## config.mk

```make
export PLATFORM = sky130hd
export DESIGN_NAME = idli_uart_ctrl_m
export DESIGN_NICKNAME = d
export VERILOG_FILES = /design/src/rtl/idli_pkg.sv /design/src/rtl/idli_uart_fifo_m.sv /design/src/rtl/idli_uart_ctrl_m.sv
export SDC_FILE = /design/constraint.sdc
export NUM_CORES = 1
export LEC_CHECK = 0
export ABC_AREA = 1
export CAP_MARGIN = 5
export CORE_MARGIN = 4
export CORE_UTILIZATION = 45
export DETAILED_ROUTE_END_ITERATION = 8
export SLEW_MARGIN = 20
export SYNTH_ARGS = -nofsm -noshare
export SYNTH_HDL_FRONTEND = slang
export SYNTH_SLANG_ARGS = --single-unit
export TNS_END_PERCENT = 30
```

## constraint.sdc

```tcl
create_clock -name i_uart_gck -period 3.55 [get_ports i_uart_gck]
set_clock_uncertainty 0.1 [all_clocks]
set_input_delay 0.71 -clock i_uart_gck [delete_from_list [all_inputs] [get_ports i_uart_gck]]
set_output_delay 0.71 -clock i_uart_gck [all_outputs]
set_load 0.05 [all_outputs]
```

## src/rtl/idli_pkg.sv

```systemverilog
// Shared core types: nibble-serial data width and UART frame FSM states.
package idli_pkg;

    localparam int UART_NIB_W = 4;

    typedef logic [UART_NIB_W-1:0] sqi_data_t;

    typedef enum logic [1:0] {
        UART_IDLE,
        UART_START,
        UART_DATA,
        UART_STOP
    } uart_state_t;

endpackage

```

## src/rtl/idli_uart_fifo_m.sv

```systemverilog
// Synchronous character FIFO for the UART: power-of-2 depth, naturally wrapping
// pointers, push ignored when full and pop ignored when empty.
module idli_uart_fifo_m #(
    parameter int WIDTH = 8,
    parameter int DEPTH = 4
) (
    input  logic             gck,
    input  logic             rst,
    input  logic             push,
    input  logic             pop,
    input  logic [WIDTH-1:0] data,
    output logic [WIDTH-1:0] head,
    output logic             full,
    output logic             empty
);
    localparam int PTR_W = $clog2(DEPTH);

    logic [WIDTH-1:0] mem [DEPTH];
    logic [PTR_W-1:0] wr_ptr;
    logic [PTR_W-1:0] rd_ptr;
    logic [PTR_W:0]   count;
    logic             do_push;
    logic             do_pop;

    assign full    = (count == (PTR_W+1)'(DEPTH));
    assign empty   = (count == '0);
    assign do_push = push && !full;
    assign do_pop  = pop && !empty;
    assign head    = mem[rd_ptr];

    // NOTE: storage is not reset; pointers and count alone decide which entries are valid.
    always_ff @(posedge gck) begin
        if (do_push) begin
            mem[wr_ptr] <= data;
        end
    end

    // NOTE: sequential state uses non-blocking assignments so every flop samples pre-edge values.
    always_ff @(posedge gck or posedge rst) begin
        if (rst) begin
            wr_ptr <= '0;
            rd_ptr <= '0;
            count  <= '0;
        end else begin
            if (do_push) wr_ptr <= wr_ptr + PTR_W'(1);
            if (do_pop)  rd_ptr <= rd_ptr + PTR_W'(1);
            case ({do_push, do_pop})
                2'b10:   count <= count + (PTR_W+1)'(1);
                2'b01:   count <= count - (PTR_W+1)'(1);
                default: count <= count;
            endcase
        end
    end

endmodule

```

## src/rtl/idli_uart_ctrl_m.sv

```systemverilog
// Full-duplex UART controller: nibble-serial core side, TX/RX character FIFOs,
// configurable character width, bit period and stop bits, RX framing/overrun reporting.
module idli_uart_ctrl_m
    import idli_pkg::*;
#(
    parameter int CHAR_W    = 8,
    parameter int TX_DEPTH  = 4,
    parameter int RX_DEPTH  = 4,
    parameter int CLK_DIV   = 16,
    parameter int STOP_BITS = 1
) (
    input  logic                  i_uart_gck,
    input  logic                  i_uart_rst,
    input  logic [UART_NIB_W-1:0] i_uart_tx,
    input  logic                  i_uart_tx_vld,
    output logic                  o_uart_tx_acp,
    output logic                  o_uart_tx_idle,
    output logic [UART_NIB_W-1:0] o_uart_rx,
    output logic                  o_uart_rx_vld,
    input  logic                  i_uart_rx_acp,
    output logic                  o_uart_rx_ferr,
    output logic                  o_uart_rx_ovf,
    input  logic                  i_uart_ovf_clr,
    input  logic                  i_uart_rx,
    output logic                  o_uart_tx
);
    localparam int NPC      = CHAR_W / UART_NIB_W;
    localparam int NIB_W    = (NPC > 1) ? $clog2(NPC) : 1;
    localparam int BIT_W    = $clog2(CHAR_W);
    localparam int TX_CNT_W = $clog2(STOP_BITS * CLK_DIV);
    localparam int RX_CNT_W = $clog2(CLK_DIV);

    localparam logic [NIB_W-1:0]    NIB_LAST    = NIB_W'(NPC - 1);
    localparam logic [BIT_W-1:0]    BIT_LAST    = BIT_W'(CHAR_W - 1);
    localparam logic [TX_CNT_W-1:0] TX_BIT_END  = TX_CNT_W'(CLK_DIV - 1);
    localparam logic [TX_CNT_W-1:0] TX_STOP_END = TX_CNT_W'(STOP_BITS * CLK_DIV - 1);
    localparam logic [RX_CNT_W-1:0] RX_BIT_END  = RX_CNT_W'(CLK_DIV - 1);
    localparam logic [RX_CNT_W-1:0] RX_HALF_END = RX_CNT_W'(CLK_DIV / 2 - 1);

    logic [NIB_W-1:0]    tx_nib_idx;
    logic [CHAR_W-1:0]   tx_asm, tx_char, tx_head;
    logic                tx_hs, tx_push, tx_pop, tx_full, tx_empty;
    uart_state_t         tx_state, tx_state_n;
    logic [TX_CNT_W-1:0] tx_cnt, tx_cnt_n;
    logic [BIT_W-1:0]    tx_bit, tx_bit_n;
    logic [CHAR_W-1:0]   tx_shift, tx_shift_n;
    logic                tx_line, tx_line_n;

    logic                rx_meta, rx_sync, rx_prev;
    uart_state_t         rx_state, rx_state_n;
    logic [RX_CNT_W-1:0] rx_cnt, rx_cnt_n;
    logic [BIT_W-1:0]    rx_bit, rx_bit_n;
    logic [CHAR_W-1:0]   rx_shift, rx_shift_n, rx_head;
    logic                rx_push, rx_pop, rx_hs, rx_full, rx_empty;
    logic                rx_ferr_n, ovf_set;
    logic [NIB_W-1:0]    rx_nib_idx;

    idli_uart_fifo_m #(.WIDTH(CHAR_W), .DEPTH(TX_DEPTH)) u_tx_fifo (
        .gck(i_uart_gck), .rst(i_uart_rst), .push(tx_push), .pop(tx_pop),
        .data(tx_char), .head(tx_head), .full(tx_full), .empty(tx_empty)
    );

    idli_uart_fifo_m #(.WIDTH(CHAR_W), .DEPTH(RX_DEPTH)) u_rx_fifo (
        .gck(i_uart_gck), .rst(i_uart_rst), .push(rx_push), .pop(rx_pop),
        .data(rx_shift), .head(rx_head), .full(rx_full), .empty(rx_empty)
    );

    assign o_uart_tx_acp  = !tx_full;
    assign o_uart_tx_idle = tx_empty && (tx_state == UART_IDLE);
    assign o_uart_tx      = tx_line;
    assign tx_hs          = i_uart_tx_vld && !tx_full;
    assign tx_push        = tx_hs && (tx_nib_idx == NIB_LAST);

    // NOTE: every always_comb output gets a default first, so no path can infer a latch.
    always_comb begin
        tx_char = tx_asm;
        tx_char[int'(tx_nib_idx)*UART_NIB_W +: UART_NIB_W] = i_uart_tx;
    end

    always_comb begin
        tx_state_n = tx_state;
        tx_cnt_n   = tx_cnt + TX_CNT_W'(1);
        tx_bit_n   = tx_bit;
        tx_shift_n = tx_shift;
        tx_line_n  = tx_line;
        tx_pop     = 1'b0;
        case (tx_state)
            UART_IDLE: begin
                tx_cnt_n = '0;
                if (!tx_empty) begin
                    tx_pop     = 1'b1;
                    tx_shift_n = tx_head;
                    tx_line_n  = 1'b0;
                    tx_state_n = UART_START;
                end
            end
            UART_START: begin
                if (tx_cnt == TX_BIT_END) begin
                    tx_cnt_n   = '0;
                    tx_bit_n   = '0;
                    tx_line_n  = tx_shift[0];
                    tx_state_n = UART_DATA;
                end
            end
            UART_DATA: begin
                if (tx_cnt == TX_BIT_END) begin
                    tx_cnt_n = '0;
                    if (tx_bit == BIT_LAST) begin
                        tx_line_n  = 1'b1;
                        tx_state_n = UART_STOP;
                    end else begin
                        tx_bit_n   = tx_bit + BIT_W'(1);
                        tx_shift_n = tx_shift >> 1;
                        tx_line_n  = tx_shift_n[0];
                    end
                end
            end
            UART_STOP: begin
                if (tx_cnt == TX_STOP_END) begin
                    tx_cnt_n = '0;
                    // A waiting character starts immediately, with no idle bit between frames.
                    if (!tx_empty) begin
                        tx_pop     = 1'b1;
                        tx_shift_n = tx_head;
                        tx_line_n  = 1'b0;
                        tx_state_n = UART_START;
                    end else begin
                        tx_state_n = UART_IDLE;
                    end
                end
            end
            default: tx_state_n = UART_IDLE;
        endcase
    end

    always_ff @(posedge i_uart_gck or posedge i_uart_rst) begin
        if (i_uart_rst) begin
            tx_nib_idx <= '0;
            tx_asm     <= '0;
            tx_state   <= UART_IDLE;
            tx_cnt     <= '0;
            tx_bit     <= '0;
            tx_shift   <= '0;
            tx_line    <= 1'b1;
        end else begin
            if (tx_hs) begin
                tx_asm     <= tx_char;
                tx_nib_idx <= tx_push ? '0 : tx_nib_idx + NIB_W'(1);
            end
            tx_state <= tx_state_n;
            tx_cnt   <= tx_cnt_n;
            tx_bit   <= tx_bit_n;
            tx_shift <= tx_shift_n;
            tx_line  <= tx_line_n;
        end
    end

    // Synchroniser and edge history reset to the idle line level so reset never looks like a start bit.
    always_ff @(posedge i_uart_gck or posedge i_uart_rst) begin
        if (i_uart_rst) begin
            rx_meta <= 1'b1;
            rx_sync <= 1'b1;
            rx_prev <= 1'b1;
        end else begin
            rx_meta <= i_uart_rx;
            rx_sync <= rx_meta;
            rx_prev <= rx_sync;
        end
    end

    always_comb begin
        rx_state_n = rx_state;
        rx_cnt_n   = rx_cnt + RX_CNT_W'(1);
        rx_bit_n   = rx_bit;
        rx_shift_n = rx_shift;
        rx_push    = 1'b0;
        rx_ferr_n  = 1'b0;
        ovf_set    = 1'b0;
        case (rx_state)
            UART_IDLE: begin
                rx_cnt_n = '0;
                if (rx_prev && !rx_sync) rx_state_n = UART_START;
            end
            UART_START: begin
                if (rx_cnt == RX_HALF_END) begin
                    rx_cnt_n   = '0;
                    rx_bit_n   = '0;
                    rx_state_n = rx_sync ? UART_IDLE : UART_DATA;
                end
            end
            UART_DATA: begin
                if (rx_cnt == RX_BIT_END) begin
                    rx_cnt_n   = '0;
                    rx_shift_n = {rx_sync, rx_shift[CHAR_W-1:1]};
                    if (rx_bit == BIT_LAST) rx_state_n = UART_STOP;
                    else                    rx_bit_n   = rx_bit + BIT_W'(1);
                end
            end
            UART_STOP: begin
                if (rx_cnt == RX_BIT_END) begin
                    rx_cnt_n   = '0;
                    rx_state_n = UART_IDLE;
                    if (!rx_sync)     rx_ferr_n = 1'b1;
                    else if (!rx_full) rx_push  = 1'b1;
                    else               ovf_set  = 1'b1;
                end
            end
            default: rx_state_n = UART_IDLE;
        endcase
    end

    assign rx_hs         = i_uart_rx_acp && !rx_empty;
    assign rx_pop        = rx_hs && (rx_nib_idx == NIB_LAST);
    assign o_uart_rx_vld = !rx_empty;
    assign o_uart_rx     = rx_empty ? '0 : rx_head[int'(rx_nib_idx)*UART_NIB_W +: UART_NIB_W];

    always_ff @(posedge i_uart_gck or posedge i_uart_rst) begin
        if (i_uart_rst) begin
            rx_state       <= UART_IDLE;
            rx_cnt         <= '0;
            rx_bit         <= '0;
            rx_shift       <= '0;
            rx_nib_idx     <= '0;
            o_uart_rx_ferr <= 1'b0;
            o_uart_rx_ovf  <= 1'b0;
        end else begin
            rx_state       <= rx_state_n;
            rx_cnt         <= rx_cnt_n;
            rx_bit         <= rx_bit_n;
            rx_shift       <= rx_shift_n;
            o_uart_rx_ferr <= rx_ferr_n;
            if (rx_hs) rx_nib_idx <= rx_pop ? '0 : rx_nib_idx + NIB_W'(1);
            if (ovf_set)             o_uart_rx_ovf <= 1'b1;
            else if (i_uart_ovf_clr) o_uart_rx_ovf <= 1'b0;
        end
    end

endmodule
```

==> metrics.md, run 1 <==
| Metric | Value |
|---|---|
| HP Start | rx_meta$_DFF_PP1_ |
| Vias in the first global route | 3942 |
| Layout cells sized above 1 | 0.0955 |
| # clock sinks | roughly 130 |
| Slew HR | 0.495 |
| Post-synth EDFFs | 64 |
| Post-CTS setup buffers | 0 |
| Final non-filler cell total | roughly 810 |
| Max-cap violations | 0 |
| FP Rows | approximately 40 |
| H-tree levels | 4 |
| Area Growth Syn to Fin | 17.3% |
| Post-Synth XOR/XNOR Area | 0.0180 |
| Post-synth ARST share | 0.500 |
| Yosys reg bits | 128 |
| FF-to-FF Start | tx_state[0]$_DFFE_PP0P_ |
| Net Count, Synth | 629 |
| Hold Path Depth | 0 |
| Final setup violation count | 0 |
| Placed insts | 779 |
| Reg-to-reg endpoint | u_tx_fifo.count[2]$_DFFE_PP0P_ |
| DR iter-0 viols | 263 |
| Aggregate routed wire length | 10.8 mm |
| Worst Tran Pin Value | about 0.76 ns |
| Compound-Gate Fraction of Synth Area | 0.0575 |
| Gpl congestion | 0.771 |
| Most common cell after layout, fill and taps aside | nand2_1 |
| FILL cells | 1117 |
| Final Slew Violations | 0 |
| IO Port Bufs | 19 |
| CP Class | reg -> out |
| Seq/Total Area, Yosys | 0.603 |
| CP Capture Type | primary output |
| Simple logic cell fraction of the synthesized area | 0.208 |
| Status | finished clean |
| Pwr Density | approximately 760 mW/mm^2 |
| Main combinational cell family by area after synthesis | simple AND/OR/NAND/NOR gates |
| Avg Inst Size Synth | 9.82 um^2 |
| Ports | 20 |
| Post-synthesis adder-cell area fraction | 0.0518 |
| Pre-CTS WS | 0.740 ns |
| FMAX | between 0.3 and 0.4 GHz |
| Skew-Pair Late Insertion Delay | 0.41 ns |
| WL per Instance | roughly 13 um |
| DR vias | 3892 |
| Drt via density | around 4.8 |
| Worst vdd rail ir drop | 0.000373 V |
| Worst setup margin | 0.274 ns |
| HP Class | reg -> reg |
| Library cells used by synthesis | 32 |
| Crit path time final | 3.28 ns |
| Core area | 0.0127 mm^2 |
| Root buf cell | clkbuf_16 |
| Residual DRC | 0 |
| Leakage | 0.00306 uW |
| R2R Setup Slk | 0.93 ns |
| Cells after synthesis | about 600 |
| Initial antenna violation count | 0 |
| Largest net degree at the start of global routing | 27 |
| Design Power | 5190 uW |
| Gr ovfl total | 0 |
| Final Hold Fails | 0 |
| Req. time, crit path | 2.74 ns |
| Reg2reg path depth | 13 |
| Commonest non-fill, non-tap cells in the layout | nand2_1, nor2_1, edfxtp_1, inv_1, dfrtp_1 |
| Worst-path clk slew | roughly 0.060 ns |
| CTS tree | yes |
| Die width | 122 um |
| Crit-path max FO | 18 |
| Fin crit share | 0.923 |
| Worst-case clock buffer depth | 2 |
| Worst Setup Start Kind | flip-flop |
| Mux share of post-synthesis cell area | 0 |
| Drt first pass iters | 4 |
| WHS Endpoint | rx_sync$_DFF_PP1_ |
| Die ar. | 0.0149 mm^2 |
| GRT Util Overall | 0.163 |
| Setup TNS | 0 ns |
| Crit path DAT | around 2.5 ns |
| Final ANT Viol Nets | 0 |
| Cts hold-fix bufs | 0 |
| Post-cts sizing count | 0 |
| Ys Warns | 0 |
| Ant. Diodes | 0 |
| CTS Buf Count | 17 |
| Final net count | 659 |
| Area of the mapped netlist | 0.00585 mm^2 |
| Hpwl dp | 7.59 mm |
| First-pass GRT wire length | about 19 mm |
| Height of the chip | about 120 um |
| Worst hold slack | 0.262 ns |
| RSZ-0062 raised after global routing | no |
| Top_reg_cell synth | edfxtp_1 |
| Initial Util | 0.462 |
[synth_stat cells (6+ instances only)]
| cell type | n | area [um^2] |
|---|---|---|
| a21oi_1 | 12 | 60.1 |
| o21ai_1 | 6 | 30.0 |
| buf_4 | 8 | 60.1 |
| ha_1 | 21 | 263 |
| xor2_1 | 9 | 78.8 |
| nor2_1 | 67 | 251 |
| dfrtp_1 | 60 | 1500 |
| nand2_1 | 159 | 597 |
| nand3_1 | 42 | 210 |
| edfxtp_1 | 64 | 1920 |
| o21ai_0 | 43 | 215 |
| inv_1 | 62 | 233 |
[registers in the layout, indices dropped and copies added (netlist names), 2 cells and up, named ones only]
name / flops
u_rx_fifo.mem: 32
u_tx_fifo.mem: 32
rx_shift: 8
tx_asm: 8
tx_shift: 8
rx_cnt: 4
tx_cnt: 4
rx_bit: 3
tx_bit: 3
u_rx_fifo.count: 3
u_tx_fifo.count: 3
tx_state: 2
u_rx_fifo.rd_ptr: 2
u_rx_fifo.wr_ptr: 2
u_tx_fifo.rd_ptr: 2
u_tx_fifo.wr_ptr: 2
[cells by family after synthesis]
logic type      after synthesis
simple gates                287
flops                       128
buf+inv                      82
compound gates               64
fa+ha+maj                    23
xor+xnor                     12
[per-layer routing]
| layer | vias to the layer above | routed length (um) | track usage |
|---|---|---|---|
| met2 | 47 | 5230 | 0.259 |
| met3 | 10 | 409 | 0.0548 |
| met4 | 0 | 117 | 0.0511 |
| li1 | 1988 | - | - |
| met1 | 1847 | 5070 | 0.213 |
| met5 | - | 0 | 0 |
[stage by stage]
step | utilization | cell area [um^2]
CTS | 0.542 | 6870
detailed placement | 0.489 | 6200
global route | 0.542 | 6870
floorplan | - | 5850
finish | 0.542 | 6870
global placement | 0.489 | 6200
[layout make-up]
cell class | instances | area [um^2] | share of cell area
repair buffers | 25 | 235 | 0.0343
multi-input cells | 386 | 1960 | 0.286
clock buffers | 17 | 425 | 0.0620
flip-flops and latches | 128 | 3530 | 0.514
well taps | 172 | 215 | 0.0313
inverters | 68 | 258 | 0.0375
clock inverters | 15 | 241 | 0.0352
[critical path, cell delays in order, from the launching register on]
cell and delay [ns]:
dfrtp_1 0.55, inv_2 0.29, o21ai_0 0.13, nand3_1 0.10
nand2_1 0.06, nor2_1 0.10, clkdlybuf4s50_1 0.81
[report_power, final]
| part | switching, uW | leakage (uW) | internal (uW) |
|---|---|---|---|
| clock | 640 | 0.000313 | 1310 |
| sequential | 170 | 0.00142 | 1830 |
| combinational | 832 | 0.00133 | 408 |
[worst max-delay path by stage]
stage / slack [ns] / startpoint / end / cells past startpoint
floorplan: 1.14 / u_rx_fifo.rd_ptr[0]$_DFFE_PP0P_ / o_uart_rx[0] / 7
global placement: 0.77 / u_rx_fifo.rd_ptr[0]$_DFFE_PP0P_ / o_uart_rx[1] / 6
detailed placement: 0.74 / i_uart_tx_vld / u_tx_fifo.count[2]$_DFFE_PP0P_ / 10
CTS: 0.26 / u_rx_fifo.rd_ptr[0]$_DFFE_PP0P_ / o_uart_rx[2] / 6
global route: 0.05 / u_rx_fifo.rd_ptr[0]$_DFFE_PP0P_ / o_uart_rx[2] / 7
finish: 0.27 / u_rx_fifo.rd_ptr[0]$_DFFE_PP0P_ / o_uart_rx[2] / 6
No activity file was read; power rests on OpenSTA's default activity.
==> run 2, diff against run 1 <==
--- a/config.mk
+++ b/config.mk
@@ -10,6 +10,7 @@
 export CORE_MARGIN = 4
 export CORE_UTILIZATION = 45
 export DETAILED_ROUTE_END_ITERATION = 8
+export PLACE_DENSITY_LB_ADDON = 0.2
 export SLEW_MARGIN = 20
 export SYNTH_ARGS = -nofsm -noshare
 export SYNTH_HDL_FRONTEND = slang
==> run 2 against run 1 <==
Register-to-register slack better by 0.08 ns; critical path depth unchanged; wire length down 1.4%; critical path type unchanged.
==> metrics.md, run 2 (synthesis gave the netlist of run 1 again) <==
| Metric | Value |
|---|---|
| Status | finished clean |
| Die width | 122 um (unchanged) |
| FILL cells | 1126 (+0.81%) |
| Slew HR | 0.478 (-0.0168) |
| Cts hold-fix bufs | 0 (unchanged) |
| Most used cell, CP | nor2_1 |
| Most common cell after layout, fill and taps aside | nand2_1 |
| Design Power | 5010 uW (-3.5%) |
| Die ar. | 0.0149 mm^2 (unchanged) |
| Worst Setup Start Kind | flip-flop |
| Post-route design area | 0.00680 mm^2 (-0.89%) |
| CP Class | reg -> out |
| HP Start | rx_meta$_DFF_PP1_ |
| CTS tree | yes |
| Worst-path clk slew | 0.06 ns (about the same) |
| Root buf cell | clkbuf_16 |
| Pwr Density | 736 mW/mm^2 (-2.7%) |
| H-tree levels | 4 (unchanged) |
| Crit-path cells | inv_2, o21ai_0, nand2_1, nor2_1, nor2_1, clkdlybuf4s50_1 |
| Gpl congestion | 0.813 (+5.4%) |
| CP Capture Type | primary output |
| IO Port Bufs | 19 (unchanged) |
| Final setup violation count | 0 (unchanged) |
| # clock sinks | 128 (unchanged) |
| DP Area | 0.00620 mm^2 (unchanged) |
| Hpwl dp | 7.44 mm (-2.0%) |
| Layout cells sized above 1 | 0.0955 (unchanged) |
| WL per Instance | 13.2 um (-1.4%) |
| Setup TNS | 0 ns (unchanged) |
| Vias in the first global route | 3730 (-5.4%) |
| Crit-path max FO | 18 (unchanged) |
| Residual DRC | 0 (unchanged) |
| FP Rows | 41 (unchanged) |
| Initial antenna violation count | 0 (unchanged) |
| Max-cap violations | 0 (unchanged) |
| Hold Path Depth | 0 (unchanged) |
| HP Class | reg -> reg |
| Gr ovfl total | 0 (unchanged) |
| Reg2reg path depth | 13 (unchanged) |
| Reg-to-reg endpoint | u_tx_fifo.count[2]$_DFFE_PP0P_ |
| Fin crit share | 0.919 (-0.00397) |
| Crit path time final | 3.26 ns (-0.0141 ns) |
| Height of the chip | 122 um (unchanged) |
| Ant. Diodes | 0 (unchanged) |
| Final ANT Viol Nets | 0 (unchanged) |
| DR vias | 3897 (+0.13%) |
| DR iter-0 viols | 189 (-28%) |
| Drt first pass iters | 5 (+1) |
| FF-to-FF Start | tx_state[0]$_DFFE_PP0P_ |
| Worst-case clock buffer depth | 2 (unchanged) |
| Slowest cell on the critical path | clkdlybuf4s50_1 |
| Skew-Pair Late Insertion Delay | 0.42 ns (about the same) |
| WHS Endpoint | rx_sync$_DFF_PP1_ |
| Largest net degree at the start of global routing | 38 (+41%) |
| Commonest non-fill, non-tap cells in the layout | nand2_1, nor2_1, edfxtp_1, inv_1, dfrtp_1 |
| Final net count | 659 (unchanged) |
| Slowest stage delay, CP | 0.81 ns (about the same) |
| Ports | 20 (unchanged) |
| Aggregate routed wire length | 10.7 mm (-1.4%) |
| CTS Buf Count | 17 (unchanged) |
| Req. time, crit path | 2.74 ns (about the same) |
| Leakage | 0.00305 uW (-0.36%) |
| R2R Setup Slk | 1.01 ns (+0.08 ns) |
| Area Growth Syn to Fin | 16.3% |
| RSZ-0062 raised after global routing | no |
| Post-cts sizing count | 0 (unchanged) |
| Worst vdd rail ir drop | 0.000375 V (+0.35%) |
| Final Slew Violations | 0 (unchanged) |
| First-pass GRT wire length | 17.9 mm (-4.9%) |
| Initial Util | 0.462 (unchanged) |
| Worst Tran Pin Value | 0.780 ns (+0.0251 ns) |
| Final Hold Fails | 0 (unchanged) |
| FMAX | 0.307 GHz (+0.43%) |
| Core area | 0.0127 mm^2 (unchanged) |
| Regs by FF count | u_rx_fifo.mem x32, u_tx_fifo.mem x32 |
| Post-CTS setup buffers | 0 (unchanged) |
| GRT Util Overall | 0.156 (-0.00699) |
| Crit path DAT | 2.45 ns (-0.02 ns) |
| Drt via density | 4.81 (+0.13%) |
run 2: cell count changes in the layout (fill, tap and decap cells not counted), sizes merged:
| cell | change |
|---|---|
| clkinv | +3 |
| clkbuf | +2 |
| bufinv | -3 |
| clkinvlp | -4 |
| inv | +2 |
run 2: final cells by class:
type                    instances  area (um^2)  area share
flip-flops and latches        128         3530       0.519
multi-input cells             386         1960       0.288
clock buffers                  19          443      0.0651
inverters                      68          258      0.0379
repair buffers                 25          235      0.0346
well taps                     172          215      0.0316
clock inverters                13          163      0.0239
run 2: routing by layer:
metal	GRT usage	routed length, um	up-vias
met2	0.247	5130	59
met5	0	0	-
met3	0.0525	416	10
met1	0.202	5010	1840
met4	0.0553	117	0
li1	-	-	1988
run 2: report_power, final:
part / switching (uW) / internal (uW)
clock network: 636 / 1120
registers: 172 / 1830
logic: 836 / 408
run 2: critical path: cells and delay by family, from the launching register on:
kind | cells | cell delay (ns)
AO/OA/AOI/OAI | 1 | 0.14
buffers and inverters | 2 | 1.10
flip-flops | 1 | 0.56
AND/OR/NAND/NOR | 3 | 0.24
run 2: worst max-delay path by stage:
| stage | from | end | slack [ns] | cells after the start |
|---|---|---|---|---|
| after global routing | u_rx_fifo.rd_ptr[0]$_DFFE_PP0P_ | o_uart_rx[0] | 0.08 | 6 |
| after global placement | u_rx_fifo.rd_ptr[0]$_DFFE_PP0P_ | o_uart_rx[2] | 0.78 | 6 |
| after floorplan | u_rx_fifo.rd_ptr[0]$_DFFE_PP0P_ | o_uart_rx[0] | 1.14 | 7 |
| after CTS | u_rx_fifo.rd_ptr[0]$_DFFE_PP0P_ | o_uart_rx[2] | 0.28 | 6 |
| after detailed placement | u_rx_fifo.rd_ptr[0]$_DFFE_PP0P_ | o_uart_rx[0] | 0.72 | 6 |
| final | u_rx_fifo.rd_ptr[0]$_DFFE_PP0P_ | o_uart_rx[2] | 0.29 | 6 |
run 2: per-stage QoR:
stage,utilization,std cells,setup slack [ns],hold slack (ns)
final,0.537,811,0.288,0.256
after floorplan,-,596,1.14,0.245
after global placement,0.489,779,0.779,0.246
after detailed placement,0.489,779,0.720,0.248
after CTS,0.537,811,0.278,0.256
after global routing,0.537,811,0.0783,0.261
==> run 3, diff against run 2 <==
--- a/config.mk
+++ b/config.mk
@@ -11,6 +11,7 @@
 export CORE_UTILIZATION = 45
 export DETAILED_ROUTE_END_ITERATION = 8
 export PLACE_DENSITY_LB_ADDON = 0.2
+export RECOVER_POWER = 25
 export SLEW_MARGIN = 20
 export SYNTH_ARGS = -nofsm -noshare
 export SYNTH_HDL_FRONTEND = slang
==> run 3 against run 2 <==
Utilization fell by 0.27 points; non-clock buffer count did not move; sequential share of layout area rose by 0.26 points; clock power barely moved; combinational power barely moved; critical path type unchanged; clock-buffer cell count did not move.
==> metrics.md, run 3 (synthesis gave the netlist of run 1 again) <==
| Metric | Value |
|---|---|
| Aggregate routed wire length | 10.6 mm (-0.36%) |
| R2R Setup Slk | 1.00 ns (about the same) |
| DR vias | 3902 (+0.13%) |
| Req. time, crit path | 2.74 ns (about the same) |
| Slowest stage delay, CP | 0.81 ns (about the same) |
| H-tree levels | 4 (unchanged) |
| Worst path top cell family by delay | buffers and inverters |
| Gpl congestion | 0.813 (unchanged) |
| Register area | 0.00353 mm^2 (unchanged) |
| Final ANT Viol Nets | 0 (unchanged) |
| WHS Endpoint | rx_sync$_DFF_PP1_ |
| Sequential fraction of design power | 0.401 (about the same) |
| Slowest cell on the critical path | clkdlybuf4s50_1 |
| Height of the chip | 122 um (unchanged) |
| Switching power | 1630 uW (-1.1%) |
| Reg-to-reg endpoint | u_rx_fifo.mem[1][1]$_DFFE_PP_ |
| Worst vdd rail ir drop | 0.000368 V (-1.7%) |
| HP Start | rx_meta$_DFF_PP1_ |
| RSZ-0062 raised after global routing | no |
| DP Area | 0.00620 mm^2 (unchanged) |
| Fin crit share | 0.920 (+0.00144) |
| Post-cts sizing count | 0 (unchanged) |
| FMAX | 0.306 GHz (-0.16%) |
| Largest net degree at the start of global routing | 38 (unchanged) |
| Comb pwr share | 0.247 (-0.002) |
| IO Port Bufs | 19 (unchanged) |
| Max-cap violations | 0 (unchanged) |
| Worst-case clock buffer depth | 2 (unchanged) |
| First-pass GRT wire length | 17.9 mm (unchanged) |
| Skew-Pair Late Insertion Delay | 0.42 ns (about the same) |
| Initial Util | 0.462 (unchanged) |
| Crit path DAT | 2.46 ns (about the same) |
| Final setup violation count | 0 (unchanged) |
| Residual DRC | 0 (unchanged) |
| Hpwl dp | 7.44 mm (unchanged) |
| Final Slew Violations | 0 (unchanged) |
| Post-route design area | 0.00677 mm^2 (-0.50%) |
| Leakage | 0.00305 uW (-0.22%) |
| CP Capture Type | primary output |
| Placed insts | 779 (unchanged) |
| CTS tree | yes |
| Root buf cell | clkbuf_16 |
| Crit-path cells | inv_2, o21ai_0, nand3_1, nand2_1, nor2_1, clkdlybuf4s50_1 |
| Area Growth Syn to Fin | 15.7% |
| Final Hold Fails | 0 (unchanged) |
| Worst Tran Pin Value | 1.41 ns (+0.631 ns) |
| FP Rows | 41 (unchanged) |
| Final net count | 659 (unchanged) |
| Gr ovfl total | 0 (unchanged) |
| DR iter-0 viols | 183 (-3.2%) |
| Drt via density | 4.81 (+0.13%) |
| Crit path time final | 3.27 ns (+0.00513 ns) |
| Ports | 20 (unchanged) |
| Buf/Inv on CP | 2 (unchanged) |
| Commonest non-fill, non-tap cells in the layout | nand2_1, nor2_1, edfxtp_1, inv_1, dfrtp_1 |
| Multi-input logic area | 0.00193 mm^2 (-1.7%) |
| Reg2reg path depth | 5 (-8) |
| Hold Path Depth | 0 (unchanged) |
| Layout cells sized above 1 | 0.0845 (-0.0110) |
| Regs by FF count | u_rx_fifo.mem x32, u_tx_fifo.mem x32 |
| Setup TNS | 0 ns (unchanged) |
| Clock Power Share | 0.353 (about the same) |
| Die width | 122 um (unchanged) |
| Status | finished clean |
| Most common cell after layout, fill and taps aside | nand2_1 |
| Initial antenna violation count | 0 (unchanged) |
| Slew HR | 0.0579 (-0.420) |
| Drt first pass iters | 5 (unchanged) |
| Int Power | 3360 uW (-0.15%) |
| # clock sinks | 128 (unchanged) |
| Worst-path clk slew | 0.06 ns (about the same) |
| CTS Buf Count | 17 (unchanged) |
| FILL cells | 1132 (+0.53%) |
| Die ar. | 0.0149 mm^2 (unchanged) |
| HP Class | reg -> reg |
| WL per Instance | 13.1 um (-0.36%) |
| Core area | 0.0127 mm^2 (unchanged) |
| Cts hold-fix bufs | 0 (unchanged) |
| Final non-filler cell total | 811 (unchanged) |
| Crit-path max FO | 18 (unchanged) |
| FF-to-FF Start | rx_cnt[0]$_DFF_PP0_ |
| CP Class | reg -> out |
| Ant. Diodes | 0 (unchanged) |
| GRT Util Overall | 0.156 (unchanged) |
| Switching share of power | 0.326 (-0.00208) |
| Vias in the first global route | 3730 (unchanged) |
| Worst Setup Start Kind | flip-flop |
| Post-CTS setup buffers | 0 (unchanged) |
| Pwr Density | 736 mW/mm^2 (about the same) |
## run 3: worst reg2reg max path: stages, from the launching register on
cell,delay (ns)
dfrtp_1,0.36
ha_1,0.22
nand3_1,0.28
nor3_1,0.40
nand2_2,0.18
nor2_1,0.63
## run 3: worst max-delay path by stage
stage	start	endpoint	slack (ns)	cells past startpoint
floorplan	u_rx_fifo.rd_ptr[0]$_DFFE_PP0P_	o_uart_rx[0]	1.14	7
global placement	u_rx_fifo.rd_ptr[0]$_DFFE_PP0P_	o_uart_rx[2]	0.78	6
detailed placement	u_rx_fifo.rd_ptr[0]$_DFFE_PP0P_	o_uart_rx[0]	0.72	6
CTS	u_rx_fifo.rd_ptr[0]$_DFFE_PP0P_	o_uart_rx[2]	0.28	6
global route	u_rx_fifo.rd_ptr[0]$_DFFE_PP0P_	o_uart_rx[0]	0.07	6
finish	u_rx_fifo.rd_ptr[0]$_DFFE_PP0P_	o_uart_rx[0]	0.28	6
## run 3: final cells by class
| class | count | share of cell area |
|---|---|---|
| timing repair buffer | 25 | 0.0347 |
| inverter | 68 | 0.0381 |
| tap | 172 | 0.0318 |
| clock inverter | 13 | 0.0240 |
| multi-input combinational | 386 | 0.285 |
| sequential | 128 | 0.521 |
| clock buffer | 19 | 0.0654 |
## run 3: stage by stage
| stage | power, uW | hold WS, ns | utilization | setup slack, ns |
|---|---|---|---|---|
| after global placement | 3220 | 0.246 | 0.489 | 0.779 |
| after global routing | 5290 | 0.266 | 0.534 | 0.0697 |
| after detailed placement | 3280 | 0.248 | 0.489 | 0.720 |
| after floorplan | 2960 | 0.245 | - | 1.14 |
| final | 4980 | 0.261 | 0.534 | 0.283 |
| after CTS | 5050 | 0.256 | 0.537 | 0.278 |
## run 3: routing by layer
layer	track usage	vias to the layer above	wire length, um
met5	0	-	0
met4	0.0553	0	98
met3	0.0525	9	420
met2	0.247	64	5160
met1	0.202	1840	4960
li1	-	1989	-
## run 3: power groups by stage
stage | logic, uW | clock network, uW | registers (uW)
detailed placement | 1250 | 0 | 2030
floorplan | 1030 | 0 | 1930
global placement | 1210 | 0 | 2010
global route | 1390 | 1870 | 2030
CTS | 1260 | 1790 | 2000
finish | 1230 | 1760 | 2000
